<file path="config.mk">
export PLATFORM = sky130hd
export DESIGN_NAME = mips_run_ctrl
export DESIGN_NICKNAME = d
export VERILOG_FILES = /design/src/rtl/mips_ctrl_pkg.sv /design/src/rtl/mips_run_ctrl_byte_word_assembler.sv /design/src/rtl/mips_run_ctrl.sv
export SDC_FILE = /design/constraint.sdc
export NUM_CORES = 1
export LEC_CHECK = 0
export CAP_MARGIN = 15
export CORE_UTILIZATION = 48
export CTS_CLUSTER_SIZE = 8
export DETAILED_ROUTE_END_ITERATION = 10
export MAX_ROUTING_LAYER = met4
export PLACE_DENSITY = 0.8
export SYNTH_ARGS = -nofsm -noshare
export SYNTH_HDL_FRONTEND = slang
export SYNTH_SLANG_ARGS = --single-unit
</file>
<file path="constraint.sdc">
create_clock -name clk -period 2.4 [get_ports clk]
set_input_delay 0.36 -clock clk [delete_from_list [all_inputs] [get_ports clk]]
set_output_delay 0.36 -clock clk [all_outputs]
set_load 0.005 [all_outputs]
</file>
<file path="src/rtl/mips_ctrl_pkg.sv">
// Shared constants for the MIPS run controller:
// FSM state encodings and the command-priority decoder.
package mips_ctrl_pkg;

    localparam logic [2:0] ST_IDLE  = 3'd0;
    localparam logic [2:0] ST_LOAD  = 3'd1;
    localparam logic [2:0] ST_READY = 3'd2;
    localparam logic [2:0] ST_RUN   = 3'd3;
    localparam logic [2:0] ST_HALT  = 3'd4;
    localparam logic [2:0] ST_STEP  = 3'd5;

    typedef enum logic [2:0] {
        CMD_NONE = 3'd0,
        CMD_LOAD = 3'd1,
        CMD_HALT = 3'd2,
        CMD_STEP = 3'd3,
        CMD_RUN  = 3'd4
    } cmd_e;

    // Overlapping level commands collapse to the highest-priority one.
    function automatic cmd_e decode_cmd(
        input logic load,
        input logic halt,
        input logic step,
        input logic run
    );
        if (load)      return CMD_LOAD;
        else if (halt) return CMD_HALT;
        else if (step) return CMD_STEP;
        else if (run)  return CMD_RUN;
        else           return CMD_NONE;
    endfunction

endpackage

</file>
<file path="src/rtl/mips_run_ctrl_byte_word_assembler.sv">
// Packs a big-endian byte stream into 32-bit words and
// emits a registered one-cycle pulse per completed word.
module byte_word_assembler (
    input  logic        clk,
    input  logic        reset,
    input  logic        clear,
    input  logic        byte_en,
    input  logic [7:0]  byte_data,
    output logic        word_valid,
    output logic [31:0] word
);

    logic [1:0]  cnt;
    logic [23:0] shift;

    always_ff @(posedge clk or negedge reset) begin
        if (!reset) begin
            cnt        <= 2'd0;
            shift      <= 24'd0;
            word_valid <= 1'b0;
            word       <= 32'd0;
        end else if (clear) begin
            cnt        <= 2'd0;
            shift      <= 24'd0;
            word_valid <= 1'b0;
        end else begin
            word_valid <= 1'b0;
            if (byte_en) begin
                cnt   <= cnt + 2'd1;
                shift <= {shift[15:0], byte_data};
                if (cnt == 2'd3) begin
                    word_valid <= 1'b1;
                    word       <= {shift, byte_data};
                end
            end
        end
    end

endmodule

</file>
<file path="src/rtl/mips_run_ctrl.sv">
// Run controller: loads a program into ROM from a byte stream, then
// gates the processor clock enable for run / halt / step / breakpoint.
module mips_run_ctrl
    import mips_ctrl_pkg::*;
#(
    parameter  int MEMORY_DEPTH = 32,
    localparam int AW           = $clog2(MEMORY_DEPTH)
) (
    input  logic          clk,
    input  logic          reset,
    input  logic          load_start_i,
    input  logic [15:0]   load_words_i,
    input  logic          byte_valid_i,
    input  logic [7:0]    byte_data_i,
    output logic          byte_ready_o,
    input  logic          run_i,
    input  logic          halt_i,
    input  logic          step_i,
    input  logic          bp_en_i,
    input  logic [31:0]   bp_addr_i,
    input  logic [31:0]   pc_i,
    output logic          cpu_reset_n_o,
    output logic          cpu_clk_en_o,
    output logic          rom_we_o,
    output logic [AW-1:0] rom_addr_o,
    output logic [31:0]   rom_wdata_o,
    output logic [2:0]    state_o,
    output logic          load_err_o,
    output logic [31:0]   cycle_cnt_o
);

    localparam logic [16:0] DEPTH17 = 17'(MEMORY_DEPTH);

    logic [2:0]  state;
    logic [2:0]  next_state;
    cmd_e        cmd;
    logic        load_go;
    logic        load_bad;
    logic        bp_skip;
    logic        bp_hit;
    logic [15:0] words_left;
    logic        last_write;

    assign cmd        = decode_cmd(load_start_i, halt_i, step_i, run_i);
    assign load_go    = (cmd == CMD_LOAD);
    assign load_bad   = {1'b0, load_words_i} > DEPTH17;
    assign bp_hit     = bp_en_i && (pc_i == bp_addr_i) && !bp_skip;
    assign last_write = rom_we_o && (words_left == 16'd1);

    assign state_o       = state;
    assign byte_ready_o  = (state == ST_LOAD);
    assign cpu_reset_n_o = (state == ST_RUN) || (state == ST_HALT) ||
                           (state == ST_STEP);

    // A halt or breakpoint stops the processor in the very cycle it is seen.
    assign cpu_clk_en_o = (state == ST_STEP) ||
                          ((state == ST_RUN) && (cmd != CMD_LOAD) &&
                           (cmd != CMD_HALT) && !bp_hit);

    always_comb begin
        next_state = state;
        if (load_go) begin
            if (load_bad)
                next_state = ST_IDLE;
            else if (load_words_i == 16'd0)
                next_state = ST_READY;
            else
                next_state = ST_LOAD;
        end else begin
            unique case (state)
                ST_IDLE: next_state = ST_IDLE;
                ST_LOAD: begin
                    if (last_write) next_state = ST_READY;
                end
                ST_READY: begin
                    if (cmd == CMD_STEP)     next_state = ST_STEP;
                    else if (cmd == CMD_RUN) next_state = ST_RUN;
                end
                ST_RUN: begin
                    if (cmd == CMD_HALT || bp_hit) next_state = ST_HALT;
                end
                ST_HALT: begin
                    if (cmd == CMD_STEP)     next_state = ST_STEP;
                    else if (cmd == CMD_RUN) next_state = ST_RUN;
                end
                ST_STEP: next_state = ST_HALT;
                default: next_state = ST_IDLE;
            endcase
        end
    end

    always_ff @(posedge clk or negedge reset) begin
        if (!reset) begin
            state       <= ST_IDLE;
            load_err_o  <= 1'b0;
            rom_addr_o  <= '0;
            words_left  <= 16'd0;
            bp_skip     <= 1'b0;
            cycle_cnt_o <= 32'd0;
        end else begin
            state <= next_state;

            if (load_go) begin
                load_err_o <= load_bad;
                rom_addr_o <= '0;
                words_left <= load_words_i;
            end else if (rom_we_o) begin
                rom_addr_o <= rom_addr_o + AW'(1);
                words_left <= words_left - 16'd1;
            end

            // Resuming from HALT must execute the instruction at the breakpoint.
            if (state == ST_HALT && next_state == ST_RUN)
                bp_skip <= 1'b1;
            else if (state == ST_RUN)
                bp_skip <= 1'b0;

            if (load_go && next_state == ST_LOAD)
                cycle_cnt_o <= 32'd0;
            else if (cpu_clk_en_o)
                cycle_cnt_o <= cycle_cnt_o + 32'd1;
        end
    end

    logic [31:0] asm_word;
    logic        asm_valid;

    byte_word_assembler u_asm (
        .clk        (clk),
        .reset      (reset),
        .clear      (load_go),
        .byte_en    (byte_valid_i && byte_ready_o),
        .byte_data  (byte_data_i),
        .word_valid (asm_valid),
        .word       (asm_word)
    );

    assign rom_we_o    = asm_valid;
    assign rom_wdata_o = asm_word;

endmodule

</file>
Word-level counts from Yosys, hierarchy flattened
Cells that the tools add are included.
{ "totals": {"out_inout_bits": 77, "mem_count": 0, "inputBits": 96, "latch_bits": 0, "mem_bits_rw": 0, "rom_bits": 0, "regBits": 117} }
{ "op_classes": {"n_addsub": 4, "order_cmp": 1, "mul": 0, "div": 0, "shift": 0, "bitwise": 1, "n_eq_ne": 16, "n_reduce_logical": 22, "muxes": 27} }
{ "op_table": {"columns": ["op", "n"], "rows": [
  ["$mux 32", 2],
  ["$mux 24", 2],
  ["$add 32x1->32 const B", 1],
  ["$eq 32x32->1", 1],
  ["$mux 16", 2],
  ["$mux 3", 9],
  ["$eq 16x1->1 const B", 1],
  ["$gt 16x6->1 const B", 1],
  ["$logic_not 16->1", 1],
  ["$sub 16x1->16 const B", 1],
  ["$eq 3x2->1 const B", 5],
  ["$pmux 3 s4", 1],
  ["$mux 5", 2],
  ["$eq 3x1->1 const B", 3],
  ["$eq 3x3->1 const B", 3],
  ["$logic_and 1x1->1", 9],
  ["$mux 2", 4],
  ["$reduce_bool 2->1", 4],
  ["$add 5x1->5 const B", 1],
  ["$mux 1", 5],
  ["$logic_or 1x1->1", 4],
  ["$ne 3x1->1 const B", 1],
  ["$ne 3x2->1 const B", 1],
  ["$reduce_and 3->1", 1],
  ["5 further kinds", 6]
]} }

Logic depth before layout (Yosys ltp)
Gate-level depths: netlist of the first run.
{ "logic_depth": {"depth_word": 12, "depth_mapped": 10, "depth_no_buf": 8} }

Cells and area by module
A second synthesis of the first run with hierarchy kept.
{ "hier_totals": {"hier_cells": 572, "area_unflattened_um2": 6048.3} }
{ "modules_own_cells": {"columns": ["module", "cells_per_inst", "seq_area_each_um2", "n_inst", "area_each_um2"], "rows": [
  ["mips_run_ctrl", 417, 1451.4, 1, 3634.7],
  ["byte_word_assembler", 155, 1476.4, 1, 2413.6]
]} }

Least setup slack after synthesis of the first run
Ideal clock, no wire load.
{ "synth_timing": {"path_type": "reg-to-reg", "start": "register state[1] (netlist: state_o[1])", "end": "register cycle_cnt_o[19]", "setup_ps": 78, "path_slack_ps": 195, "n_path_buf": 1, "required_ps": 2322, "arrival_ps": 2127, "path_stages_with_launch": 7, "path_cell_list": "dfrtp_1 -> nand2b_1 -> o2bb2a_4 -> buf_6 -> or4_4 -> or4_1 -> a21oi_1"} }
{ "synth_via": {"elab_chain_cells": 7, "word_cells_on_any_way": 20, "classes_between": "6 x eq/ne; 7 x mux; 7 x reduce/logical"} }
{ "synth_rtl": {"columns": ["item", "line_no", "source"], "rows": [
  ["start, declared", "mips_run_ctrl.sv:34", "logic [2:0] state;"],
  ["start signal, assigned", "mips_run_ctrl.sv:101", "state <= next_state;"],
  ["$eq 3x3->1 (tied with other cells)", "mips_run_ctrl.sv:70", "unique case (state)"],
  ["$reduce_or 2->1 (no line) or $mux 3 (tied branches)", null, null],
  ["$pmux 3 s4", "mips_run_ctrl.sv:70", null],
  ["$mux 3", "mips_run_ctrl.sv:62", "if (load_go) begin"],
  ["$eq 3x1->1", "mips_run_ctrl.sv:118", "if (load_go && next_state == ST_LOAD)"],
  ["$logic_and 1x1->1", "mips_run_ctrl.sv:118", null],
  ["$mux 32 or $reduce_bool 2->1 (tied branches)", null, null],
  ["end signal, assigned", "mips_run_ctrl.sv:121", "cycle_cnt_o <= cycle_cnt_o + 32'd1;"],
  ["end, declared", "mips_run_ctrl.sv:29", "output logic [31:0] cycle_cnt_o"]
]} }
Parallel ways exist; a longest one is shown, timed or not.
A chain may end at the register's enable or synchronous reset.

Worst setup path in the final report of the first run
{ "layout_timing": {"start": "input port pc_i[25]", "end": "register cycle_cnt_o[19]"} }
{ "layout_via": {"elab_chain_cells": 10, "word_cells_on_any_way": 14, "classes_between": "2 x eq/ne; 4 x mux; 8 x reduce/logical"} }
{ "layout_rtl": {"columns": ["item", "line_no", "source"], "rows": [
  ["start, declared", "mips_run_ctrl.sv:21", "input logic [31:0] pc_i,"],
  ["$eq 32x32->1 *", "mips_run_ctrl.sv:47", "assign bp_hit = bp_en_i && (pc_i == bp_addr_i) && !bp_skip;"],
  ["$logic_and 1x1->1 * (2 in series)", "mips_run_ctrl.sv:47", null],
  ["$logic_or 1x1->1", "mips_run_ctrl.sv:80", "if (cmd == CMD_HALT || bp_hit) next_state = ST_HALT;"],
  ["$mux 3", "mips_run_ctrl.sv:80", null],
  ["$pmux 3 s4", "mips_run_ctrl.sv:70", null],
  ["$mux 3", "mips_run_ctrl.sv:62", null],
  ["$eq 3x1->1", "mips_run_ctrl.sv:118", null],
  ["$logic_and 1x1->1", "mips_run_ctrl.sv:118", null],
  ["$mux 32 or $reduce_bool 2->1 (tied branches)", null, null]
]} }
Mark *: on every way between the ends. The rest lies on a longest branch, timed or not.

==> results.md, run 1 <==
* Worst EP arrival at 2.74 ns
* Peak supply drop at 440 uV
* Worst-margin pin slew at 0.659 ns
* Vias in the first global route at about 5.5k
* Synth async-reset ratio at 100%
* Routed wire length per instance at 16.7 um
* # fillers at 823
* Max-Cap Viols at 0
* Initial antenna violation count at 1
* Vias per cell at ~5.5
* CTS Buf Count at 17
* Routed WL at about 17 mm
* Crit end category: flop
* Drt drc at 0
* Pleak at ~4.0 nW
* Most frequent cell after synthesis: nand2_1
* CP Class: input port to flop
* Fmax at roughly 0.42 GHz
* CTS Sinks at roughly 120
* Fin cells at about 1.0k
* Run status: finished with violations
* Sequential share of the synthesized area at 49.7%
* Startpoint Class: input port
* Area grow syn2layout at 52.1%
* Synthesized area at a little under 6000 um2
* Avg Inst Size Synth at 8.81 um2
* DRT Pass-1 Iters at 4
* Met1 usage at 34.5%
* Die Area at between 10,000 and 15,000 um2
* Synth warn at 0
* Setup TNS at -0.00289 ns
* Worst Hold Class: input port to asynchronous set/reset pin
* Core area at between 10,000 and 15,000 um2
* Largest net degree at the start of global routing at between 70 and 80
* Max-slew headroom at a little under three fifths
* Yosys top cell area share at roughly half
* Worst EP required at 2.74 ns
* Distinct cell type count after synthesis at 44
* Overall routing resource usage at roughly 28%
* Clock Pin Slew Worst Setup and Hold Paths at around 0.05 ns
* Commonest cells post-synth: nand2_1, dfrtp_1, a21oi_1
* Root buffer cell: clkbuf_16
* Hpwl dp at about 12 mm
* Top post-synthesis cells by area: dfrtp_1, nand2_1, xor2_1
* Failing checks: negative setup slack
* Worst reg2reg path depth at 7
* Initial Util at roughly 50%
* Cell taking the most area after synthesis: dfrtp_1
* Via Count at 5,750
* EDFF count, synth at 0
* RD Place Congestion at approximately 0.94
* Total gr overflow at 0
* IO Count at between 150 and 200
* Input/output buffers at about 170
* P per Cell Area at between 500 and 600 nW/um2
* Htree depth at 4
* Crit Path Max Fanout at 7
* Synth Flop Type: dfrtp_1
* Post-Place Cells at 1,003
* Die Y at roughly 110 um
* Die X at 113 um
* Bufs on Longest Clock Path at 2
* Share of cells above drive strength 1 at between 10% and 20%
* M3 GR Usage at around 5.4%
* Hold Vio Cnt, Final at 0
* Clock skew at 0.00550 ns
* DRT antenna net count at 0
* Net Count, Synth at around 770
* #FFs+latches synth at between 100 and 150
* GR peak layer: met2
* Final WS setup at -0.00289 ns
* Global-route wire length before repair at about 27 mm
* Row Count at 40
* Nets@finish at 982
* DR iter-0 viols at 467
* Global routing met2 resource utilization at 46.9%
* Worst-skew pair later-pin latency at 0.41 ns
* Period utilization at 100%
* RSZ-0062 raised after global routing: yes
* Slew Limit Fails at 0
* Final min period at ~2.4 ns
* Final setup viols at 1
* CTS tree: built
* Cells after Synth at between 600 and 700
-- flip-flops by register name, summed over array words and instances, names as in the netlist --
signal / cells
words_left: 16
u_asm.cnt: 2
u_asm.shift: 24
u_asm.word: 32
bp_skip: 1
state_o: 3
load_err_o: 1
cycle_cnt_o: 32
rom_addr_o: 5
u_asm.word_valid: 1
-- cells by family after synthesis --
group	after synthesis	share of synthesized area (%)
buffers and inverters	46	3.25
adder cells (fa/ha/maj)	5	1.06
multiplexers	4	0.680
flip-flops	117	49.7
XOR/XNOR	56	8.33
AO/OA/AOI/OAI	112	11.0
AND/OR/NAND/NOR	328	26.0
-- layout make-up --
class	instances	area, um2	share of cell area, %
multi-input cells	505	2990	33.4
diodes	1	2.50	0.0279
clock buffers	22	484	5.41
well taps	147	184	2.05
flip-flops and latches	117	2930	32.7
inverters	15	56.3	0.629
clock inverters	8	100	1.12
repair buffers	225	2210	24.6
-- path summary, 6_finish.rpt --
check	endpoint	from	slack, ns
max	cycle_cnt_o[19]	pc_i[25]	-0.003
min	cycle_cnt_o[12]	reset	0.46
max reg2reg	cycle_cnt_o[19]	state_o[1]	0.07
min reg2reg	u_asm.word[26]	u_asm.shift[18]	0.46
max in group asynchronous	u_asm.shift[6]	reset	1.26
min in group clk	u_asm.word[26]	u_asm.shift[18]	0.46
-- per-layer routing --
| metal | part of all wire [%] | wire [um] | vias up |
|---|---|---|---|
| met5 | 0 | 0 | - |
| met2 | 51 | 8830 | 191 |
| met1 | 43 | 7380 | 2810 |
| met4 | 1.9 | 335 | 0 |
| li1 | - | - | 2718 |
| met3 | 4.6 | 790 | 31 |
-- per-stage QoR --
| step | setup slack [ns] | util, % | power, mW | hold slack, ns | cell area (um2) |
|---|---|---|---|---|---|
| 2_1_floorplan | 0.195 | - | 2.23 | 0.0644 | 5890 |
| 3_3_place_gp | -0.500 | 67.3 | 2.54 | 0.364 | 8050 |
| 3_5_place_dp | -0.509 | 67.3 | 2.56 | 0.362 | 8050 |
| 4_1_cts | 0.00455 | 72.6 | 5.07 | 0.464 | 8680 |
| 5_1_grt | -0.0377 | 74.9 | 5.24 | 0.483 | 8950 |
| 6_report | -0.00289 | 74.9 | 5.08 | 0.462 | 8950 |
-- worst max-delay path: stages --
cell,delay (ns)
clkdlybuf4s50_1,0.50
xor2_2,0.24
nor4_2,0.09
o2111ai_2,0.09
nor3_2,0.06
buf_4,0.15
or4_4,0.60
or4_1,0.48
a21oi_1,0.15
-- cell usage in the layout, fill, tap and decap left out, types with 5 or more instances in the layout --
cell type          n
dfrtp_1          117
xnor2_1           18
or3_1             12
or4_1             12
nor3_1            12
o21ai_0           32
nor4_2             8
clkbuf_16         17
nand3_1           22
ha_1               5
and3_1             6
inv_1             14
a21oi_1           52
nand2b_1           7
xor2_1            18
xor2_2            20
nor4_1            17
nand2_1          184
buf_4             48
clkdlybuf4s50_1  144
o31ai_1           11
nand4_1            9
dlymetal6s2s_1    22
nor2_1            24
-- power by group --
part           switching, mW  leakage (nW)  total (mW)  internal, mW
Combinational          0.239          2.25       0.526         0.287
Sequential            0.0456          1.45        2.06          2.01
Clock                  0.880         0.288        2.50          1.62
Total                   1.16          3.99        5.08          3.92
-- repair_timing --
| item | CTS | global route |
|---|---|---|
| pin swaps | 11 | 20 |
| hold buffers | 1 | 0 |
| endpoints found under the setup margin | 8 | 12 |
| hold endpoints to repair | 35 | 0 |
| setup buffers | 2 | 4 |
| gates resized for setup | 14 | 52 |
Power figures use the tool's default switching activity.
==> run 2: changes to the inputs <==
--- a/config.mk
+++ b/config.mk
@@ -6,11 +6,11 @@
 export NUM_CORES = 1
 export LEC_CHECK = 0
 export CAP_MARGIN = 15
-export CORE_UTILIZATION = 48
+export CORE_UTILIZATION = 43
 export CTS_CLUSTER_SIZE = 8
 export DETAILED_ROUTE_END_ITERATION = 10
 export MAX_ROUTING_LAYER = met4
-export PLACE_DENSITY = 0.8
+export PLACE_DENSITY = 0.76
 export SYNTH_ARGS = -nofsm -noshare
 export SYNTH_HDL_FRONTEND = slang
 export SYNTH_SLANG_ARGS = --single-unit
==> constraint.sdc (replaced) <==
create_clock -name clk -period 2 [get_ports clk]
set_input_delay 0.3 -clock clk [delete_from_list [all_inputs] [get_ports clk]]
set_output_delay 0.3 -clock clk [all_outputs]
set_load 0.005 [all_outputs]
==> run 2 against run 1 <==
Net effect: the run still ends with negative setup slack left; hold slack got worse by 0.11 ns; core utilization down 2.7 points; global-route usage decreased by 0.18 points; routed wire length up 11%; critical path type unchanged; largest cell class unchanged.
==> results.md, run 2 (synthesized netlist as in run 1, its figures left out) <==
* Biggest regs: cycle_cnt_o: 32 flops, u_asm.word: 32 flops, u_asm.shift: 24 flops
* Commonest non-fill, non-tap cells in the layout: nand2_1, dfrtp_1, clkdlybuf4s50_1
* Max-Cap Viols at 0 (unchanged)
* DRT Pass-1 Iters at 6 (+2)
* Total gr overflow at 0 (unchanged)
* Vias in the first global route at 6,085 (+9.7%)
* DR iter-0 viols at 410 (-12%)
* Final WS setup at -0.308 ns (-0.305 ns)
* CP Class: input port to flop
* Fmax at 0.433 GHz
* Via Count at 6,138 (+6.7%)
* Worst R2R Start: state_o[1]
* Die Y at 119 um (+5.6%)
* Worst R2R Setup Slack at -0.24 ns (-0.31 ns)
* Clock Pin Slew Worst Setup and Hold Paths at 0.05 ns (about the same)
* Share of cells above drive strength 1 at 23.7% (+9.4 points)
* Root buffer cell: clkbuf_16
* Buf/Inv on CP at 4 (+2)
* P per Cell Area at 670 nW/um2 (+18%)
* Die X at 119 um (+5.6%)
* Htree depth at 4 (unchanged)
* Initial antenna violation count at 1 (unchanged)
* Clock skew at 0.00713 ns (+0.00163 ns)
* Initial Util at 44.3% (-4.9 points)
* Nets@finish at 1,037 (+5.6%)
* Net Sw Frac at 22.1% (-0.79 points)
* Worst-skew pair later-pin latency at 0.41 ns (about the same)
* Reg power frac at 38.5% (-1.9 points)
* Worst reg2reg path depth at 8 (+1)
* Vias per cell at 5.46 (-1.2%)
* Crit-path max cell delay at 0.56 ns (-0.04 ns)
* Area grow syn2layout at 63.0%
* Fin cells at 1,124 (+8.1%)
* Routed wire length per instance at 17.0 um (+2.3%)
* Crit path max-delay family: simple AND/OR/NAND/NOR gates
* Pleak at 4.25 nW (+6.6%)
* DRT antenna net count at 0 (unchanged)
* RD Place Congestion at 0.918 (-2.3%)
* IO Count at 173 (unchanged)
* Largest net degree at the start of global routing at 74 (+1.4%)
* Worst EP required at 2.34 ns (-0.40 ns)
* RSZ-0062 raised after global routing: yes
* Period utilization at 115%
* Overall routing resource usage at 27.8% (-0.18 points)
* Input/output buffers at 172 (unchanged)
* Row Count at 42 (+5.0%)
* Global-route wire length before repair at 30.0 mm (+12%)
* Clock share of power at 50.8% (+1.6 points)
* Most common cell after layout, fill and taps aside: nand2_1
* Final setup viols at 19 (+18)
* Slew Limit Fails at 0 (unchanged)
* NetSw at 1.42 mW (+22%)
* Core area at 13,300 um2 (+11%)
* CP Launch Point: bp_addr_i[18]
* CTS Buf Count at 17 (unchanged)
* Crit end category: flop
* Core Util, Final at 72.2% (-2.7 points)
* Pint at 5.01 mW (+28%)
* Bufs on Longest Clock Path at 2 (unchanged)
* Failing checks: negative setup slack
* CTS tree: built
* Routed WL at 19.2 mm (+11%)
* CP max-delay cell: or4_4
* Die Area at 14,200 um2 (+11%)
* Run status: finished with violations
* Drt drc at 0 (unchanged)
* Hpwl dp at 12.7 mm (+6.7%)
* # fillers at 946 (+15%)
* Peak supply drop at 520 uV (+18%)
* Max-slew headroom at 60.1% (+4.0 points)
* Worst Hold Class: input port to asynchronous set/reset pin
* Worst-margin pin slew at 0.593 ns (-0.0655 ns)
* Hold Vio Cnt, Final at 0 (unchanged)
* CTS Sinks at 117 (unchanged)
* Final min period at roughly 2.3 ns
* Comb pwr share at 10.7% (+0.4 points)
* Crit Path Max Fanout at 6 (-1)
* Post-Place Cells at 1,061 (+5.8%)
* CP Depth at 10 (+1)
* Crit-path cells: clkdlybuf4s50_1, inv_1, o211a_1, nand4_1, nor3_2, buf_4, or4_4, buf_6, or3_4, a21oi_2
* Worst EP arrival at 2.65 ns (-0.09 ns)
* Startpoint Class: input port
## run 2: cell types whose count changed in the layout (fill, tap and decap cells not counted), sizes merged
cell           delta
buf              +56
clkdlybuf4s50    -35
dlygate4sd2      +21
clkbuf           +12
clkdlybuf4s15    +10
dlymetal6s2s     -10
bufinv            +3
clkinv            -1
clkinvlp          -1
## run 2: area by class of cell
cell class              instances  area, um2  share of cell area, %
multi-input cells             505       3200                   33.4
flip-flops and latches        117       2930                   30.6
repair buffers                280       2550                   26.6
clock buffers                  21        450                   4.69
well taps                     176        220                   2.29
clock inverters                 9        178                   1.85
inverters                      15       56.3                  0.587
diodes                          1       2.50                 0.0261
## run 2: repair_timing
item                                    4_1_cts  5_1_grt
endpoints found under the setup margin       32       38
gates resized for setup                      89       90
hold buffers                                  1        0
pin swaps                                    40       35
endpoints found under the hold margin        21        0
setup buffers                                15       15
gates cloned                                  1        0
## run 2: power groups by stage
stage	registers (mW)	logic (mW)	clock network, mW
global route	2.48	0.748	3.41
global placement	2.49	0.581	0
CTS	2.46	0.629	3.30
floorplan	2.49	0.184	0
detailed placement	2.50	0.594	0
finish	2.47	0.689	3.27
## run 2: per-layer routing
layer | routed length [um] | GRT usage, %
met5 | 0 | -
met3 | 997 | 5.89
met1 | 7600 | 33.5
met4 | 476 | 10.8
met2 | 10100 | 45.7
## run 2: metrics by stage
stage / area, um2 / hold WS (ns) / TNS, ns / power, mW / setup WS [ns]
floorplan: 5950 / 0.00441 / -0.503 / 2.68 / -0.114
global placement: 8370 / 0.229 / -20.41 / 3.07 / -0.781
detailed placement: 8370 / 0.242 / -21.87 / 3.09 / -0.852
CTS: 9270 / 0.355 / -2.09 / 6.39 / -0.210
global route: 9600 / 0.377 / -4.06 / 6.63 / -0.316
finish: 9600 / 0.354 / -3.05 / 6.43 / -0.308
## run 2: path summary, 6_finish.rpt
kind	to
max in group asynchronous	u_asm.word[15]
min in group clk	u_asm.shift[22]
setup / recovery	cycle_cnt_o[11]
hold reg to reg	u_asm.word[26]
setup reg to reg	cycle_cnt_o[11]
hold / removal	cycle_cnt_o[2]
